**config.mk**
```make
export PLATFORM = sky130hd
export DESIGN_NAME = alu_op_sequencer
export DESIGN_NICKNAME = d
export VERILOG_FILES = /design/src/rtl/alu_op_sequencer.sv
export SDC_FILE = /design/constraint.sdc
export NUM_CORES = 1
export LEC_CHECK = 0
export BUFFER_PORTS_ARGS = -buffer_cell sky130_fd_sc_hd__buf_2
export CORE_MARGIN = 5
export CORE_UTILIZATION = 35
export CTS_CLUSTER_DIAMETER = 80
export DETAILED_ROUTE_END_ITERATION = 6
export GPL_TIMING_DRIVEN = 0
export HOLD_SLACK_MARGIN = 0.02
export SETUP_SLACK_MARGIN = 0.2
export SYNTH_ARGS = -nofsm -noshare
export SYNTH_HDL_FRONTEND = slang
export SYNTH_SLANG_ARGS = --single-unit
export TNS_END_PERCENT = 50
```
**constraint.sdc**
```tcl
create_clock -name CLK -period 2.6 [get_ports CLK]
set_clock_uncertainty 0.05 [all_clocks]
set_input_delay 0.52 -clock CLK [delete_from_list [all_inputs] [get_ports CLK]]
set_output_delay 0.52 -clock CLK [all_outputs]
set_load 0.01 [all_outputs]
```
**src/rtl/alu_op_sequencer.sv**
```systemverilog
// ALU opcode sequencer: buffers 3-bit opcodes in a small FIFO and issues them on
// registered A/B/C select lines, holding each for a per-opcode number of cycles.
module alu_op_sequencer #(
  parameter int unsigned DEPTH        = 4,
  parameter int unsigned MULTI_CYCLES = 3,
  parameter logic [7:0]  MULTI_MASK   = 8'hC0
) (
  input  logic                     CLK,
  input  logic                     RST,
  input  logic [2:0]               OP_IN,
  input  logic                     OP_VALID,
  output logic                     OP_READY,
  input  logic                     ISSUE_EN,
  output logic                     A,
  output logic                     B,
  output logic                     C,
  output logic                     SEL_VALID,
  output logic                     OP_DONE,
  output logic [$clog2(DEPTH):0]   FIFO_CNT
);

  localparam int unsigned PtrW = $clog2(DEPTH);
  localparam int unsigned CntW = PtrW + 1;
  localparam logic [3:0]  RemMulti = 4'(MULTI_CYCLES - 1);

  logic [2:0]      r_mem [DEPTH];
  logic [PtrW-1:0] r_wr_ptr;
  logic [PtrW-1:0] r_rd_ptr;
  logic [CntW-1:0] r_cnt;

  logic [2:0]      r_abc;
  logic            r_sel_valid;
  logic [3:0]      r_rem;

  logic            w_not_full;
  logic            w_not_empty;
  logic            w_push;
  logic            w_load;
  logic [2:0]      w_head;
  logic            w_head_multi;

  assign w_not_full   = (r_cnt < CntW'(DEPTH));
  assign w_not_empty  = (r_cnt != '0);
  assign OP_READY     = w_not_full && !RST;
  assign w_push       = OP_VALID && OP_READY;
  // A slot is free when idle or in the final cycle of its hold count.
  assign w_load       = w_not_empty && ISSUE_EN && (!r_sel_valid || (r_rem == '0));
  assign w_head       = r_mem[r_rd_ptr];
  assign w_head_multi = MULTI_MASK[w_head];

  always_ff @(posedge CLK) begin
    if (w_push) begin
      r_mem[r_wr_ptr] <= OP_IN;
    end
  end

  always_ff @(posedge CLK) begin
    if (RST) begin
      r_wr_ptr <= '0;
      r_rd_ptr <= '0;
      r_cnt    <= '0;
    end else begin
      if (w_push) begin
        r_wr_ptr <= r_wr_ptr + 1'b1;
      end
      if (w_load) begin
        r_rd_ptr <= r_rd_ptr + 1'b1;
      end
      unique case ({w_push, w_load})
        2'b10:   r_cnt <= r_cnt + 1'b1;
        2'b01:   r_cnt <= r_cnt - 1'b1;
        default: r_cnt <= r_cnt;
      endcase
    end
  end

  always_ff @(posedge CLK) begin
    if (RST) begin
      r_abc       <= '0;
      r_sel_valid <= 1'b0;
      r_rem       <= '0;
    end else if (w_load) begin
      r_abc       <= w_head;
      r_sel_valid <= 1'b1;
      r_rem       <= w_head_multi ? RemMulti : 4'd0;
    end else if (r_sel_valid) begin
      if (r_rem != '0) begin
        r_rem <= r_rem - 1'b1;
      end else begin
        // A/B/C keep their last value; the decoder ignores them while idle.
        r_sel_valid <= 1'b0;
      end
    end
  end

  assign A         = r_abc[2];
  assign B         = r_abc[1];
  assign C         = r_abc[0];
  assign SEL_VALID = r_sel_valid;
  assign OP_DONE   = r_sel_valid && (r_rem == '0);
  assign FIFO_CNT  = r_cnt;

endmodule

```
==> impl_results.md <==
* Reg-to-reg slack, setup at 0.24 ns
* Final Hold Vio Count at 0
* Buffers on Ports at 14
* Worst hold-check path type: primary input to register
* Average routed wire per standard cell at 11.86 µm
* Root Driver: clkbuf_4
* Switching pwr at 0.4549 mW
* Cell Rows at 21
* Longest Clk Path Bufs at 2
* Die H at 70.24 µm
* Die W at 70.24 µm
* Synth top area cells: edfxtp_1 (28%), dfxtp_1 (27%), ha_1 (6.9%)
* Vias at 804
* Area grow syn2layout at 16.95%
* Pwr Total at 1.332 mW
* Filler instances at 342
* Yosys warnings at 0
* Power per Cell Area at 897.0 nW/µm²
* RSZ-0062 raised after global routing: yes
* Setup crit start kind: register
* Max-slew violations at 0
* CP required at 2.81 ns
* CP startpoint: r_rem[1]$_SDFFE_PP0P_
* Initial DRC count at 24
* Placer congestion estimate at 0.7492
* Flop pwr share at 46.9%
* Arr. time, crit path at 2.57 ns
* Gate Count Post-Synth at 105
* Seq/Total Area, Yosys at 55.17%
* Worst path max stage delay at 0.39 ns
* Sequential cell area at 703.2 µm²
* Post-synthesis cell area at 1270 µm²
* Worst setup EP type: register
* Crit path to: FIFO_CNT[2]$_SDFFE_PP0P_
* Period utilization at 90.93%
* Post-Syn Nets at 120
* Switching part of the total at 34.15%
* Reg-to-Reg End: FIFO_CNT[2]$_SDFFE_PP0P_
* Core footprint at 3416 µm²
* Worst-skew pair later-pin latency at 0.32 ns
* Initial antenna violation count at 0
* Footprint of the multi-input gates at 529.3 µm²
* Reg2reg start: r_rem[1]$_SDFFE_PP0P_
* Worst-path clk slew at 0.09 ns
* CTS H-tree depth at 2
* Placed cells at 165
* Final setup viols at 0
* Drt via density at 4.542
* Number of global-route vias before repair at 851
* Final ANT Viol Nets at 0
* Slowest-stage cell, CP: or3b_4
* Global-route wire length before repair at 3643 µm
* Slew HR at 68.63%
* FMAX at 423.0 MHz
* Worst-margin pin slew at 0.4664 ns
* Crit Path Max Fanout at 3
* Leakage at 0.5664 nW
* Pre-antenna DRT Iters at 4
* # IOs at 16
* Syn Area/Cell at 12.09 µm²
* Residual DRC at 0
* Dpl ws at 0.02138 ns
* Post-synth top area share at 28.37%
* Minimum clock period at 2.364 ns
* Fin util at 43.48%
* Post-Route WL at 2099 µm
* Setup tns final at 0 ns
* Number of cells on the worst reg-to-reg path at 10
* Outcome: completed
* Logic pwr share at 34.4%
* Synth Register Bits at 29
* All-Layer GR Usage at 9.317%
* Pin count of the biggest net entering global routing at 11
* Antenna cells at 0
* VDD IR-drop max at 0.4382 mV
* Starting Density at 37.18%
* CP Class: register to register
* Largest area contributor in the netlist: edfxtp_1
* Max-cap viol count at 0
* Hold_buf cts at 0
* GR Overflow Total at 0
* Post-route non-filler standard cell count at 177
* P_int at 0.8772 mW
* Critical path cell sequence: inv_2 -> ha_1 -> or3b_4 -> a21oi_4 -> ha_2 -> inv_1 -> fa_2 -> xor2_1 -> or3_1 -> a21oi_1
* HPWL Detailed at 1585 µm
* Clock Sinks at 29
* Die area at 4933 µm²
* Nets@finish at 145
* TritonCTS clock tree: done
* Total CTS buffers at 5
* Synth unique cells at 30
* Share of layout cells above drive strength 1 at 29.77%
* PnR worst setup slack at 0.2357 ns
* Clock share of power at 18.8%
cells in the mapped netlist, drive strengths merged:
| master | count |
|---|---|
| o31ai | 2 |
| o211ai | 1 |
| and2 | 2 |
| and3 | 4 |
| a221o | 1 |
| clkbuf | 2 |
| a21oi | 7 |
| mux2i | 3 |
| ha | 7 |
| a211oi | 1 |
| nand2 | 5 |
| xor2 | 2 |
| dfxtp | 17 |
| mux4 | 3 |
| o31a | 1 |
| nand3b | 1 |
| o21ai | 3 |
| or3b | 1 |
| edfxtp | 12 |
| fa | 1 |
| nor2 | 13 |
| nor4 | 1 |
| or3 | 1 |
| a21boi | 1 |
| xnor2 | 3 |
| inv | 10 |
state kept, by name, summed over array words and instances (netlist names), named ones only:
signal,cells
r_abc,3
r_rem,4
r_rd_ptr,2
r_wr_ptr,2
FIFO_CNT,3
SEL_VALID,1
r_mem,12
routing by layer:
| metal | global-route usage (%) | vias up | wire, µm |
|---|---|---|---|
| met5 | 0 | - | 0 |
| met4 | 3.191 | 0 | 30 |
| met3 | 4.591 | 4 | 100 |
| met2 | 14.45 | 15 | 960 |
| met1 | 11.17 | 370 | 1008 |
| li1 | - | 415 | - |
worst min-delay path by stage:
stage,start,to,slack [ns],cells after the start
CTS,OP_IN[1],r_mem[0][1]$_DFFE_PP_,0.35,1
floorplan,r_rem[3]$_SDFFE_PP0P_,r_rem[3]$_SDFFE_PP0P_,0.41,2
global route,OP_IN[2],r_mem[1][2]$_DFFE_PP_,0.35,1
global placement,r_rem[3]$_SDFFE_PP0P_,r_rem[3]$_SDFFE_PP0P_,0.42,2
finish,OP_IN[1],r_mem[0][1]$_DFFE_PP_,0.36,1
detailed placement,r_abc[0]$_SDFFE_PP0P_,r_abc[0]$_SDFFE_PP0P_,0.43,2
cells in the final DEF (no fill, tap or decap), types with 5 or more instances in the layout:
| cell type | Yosys | routed |
|---|---|---|
| dfxtp_1 | 17 | 15 |
| inv_1 | 10 | 8 |
| ha_1 | 7 | 6 |
| nor2_1 | 13 | 13 |
| buf_2 | 0 | 14 |
| edfxtp_1 | 12 | 12 |
| nand2_1 | 5 | 5 |
| a21oi_1 | 5 | 5 |
| clkbuf_4 | 0 | 5 |
through the flow:
step	hold WS [ns]	area [µm²]
3_5_place_dp	0.4259	1404
5_1_grt	0.3457	1485
4_1_cts	0.3517	1478
6_report	0.3573	1485
3_3_place_gp	0.4231	1404
2_1_floorplan	0.4132	1276
power groups by stage:
stage	combinational (mW)	clock [mW]	sequential [mW]
after global routing	0.518	0.283	0.639
after detailed placement	0.425	0	0.635
final	0.458	0.250	0.624
after global placement	0.413	0	0.631
after floorplan	0.310	0	0.637
after CTS	0.457	0.258	0.626
cells by family after synthesis:
kind of cell               share of synthesized area (%)
AOI/OAI and AO/OA                                  10.74
buffers and inverters                              3.547
DFF                                                55.17
adders and majority gates                          8.473
xor gates and xnor gates                           3.449
and+or+nand+nor                                    10.94
muxes                                              7.684
area by class of cell:
cell class / instances / area share (%)
clock buffers: 5 / 2.527
flip-flops and latches: 29 / 47.35
inverters: 10 / 2.527
clock inverters: 3 / 0.8425
multi-input cells: 64 / 35.64
repair buffers: 18 / 6.740
well taps: 46 / 3.875
plain buffers: 2 / 0.5055
what timing repair did:
| item | 4_1_cts | 5_1_grt |
|---|---|---|
| resized for setup | 1 | 0 |
| buffers inserted | 3 | 1 |
| pin swaps | 2 | 3 |
| endpoints found under the setup margin | 2 | 1 |
critical path, delay by kind of cell (launching register included):
family                   cells  cell delay, ns
buffers and inverters        2            0.11
adder cells (fa/ha/maj)      3            0.64
XOR/XNOR                     1            0.16
flip-flops                   1            0.34
AO/OA/AOI/OAI                2            0.29
AND/OR/NAND/NOR              2            0.70
No activity file was read; power rests on OpenSTA's default activity.
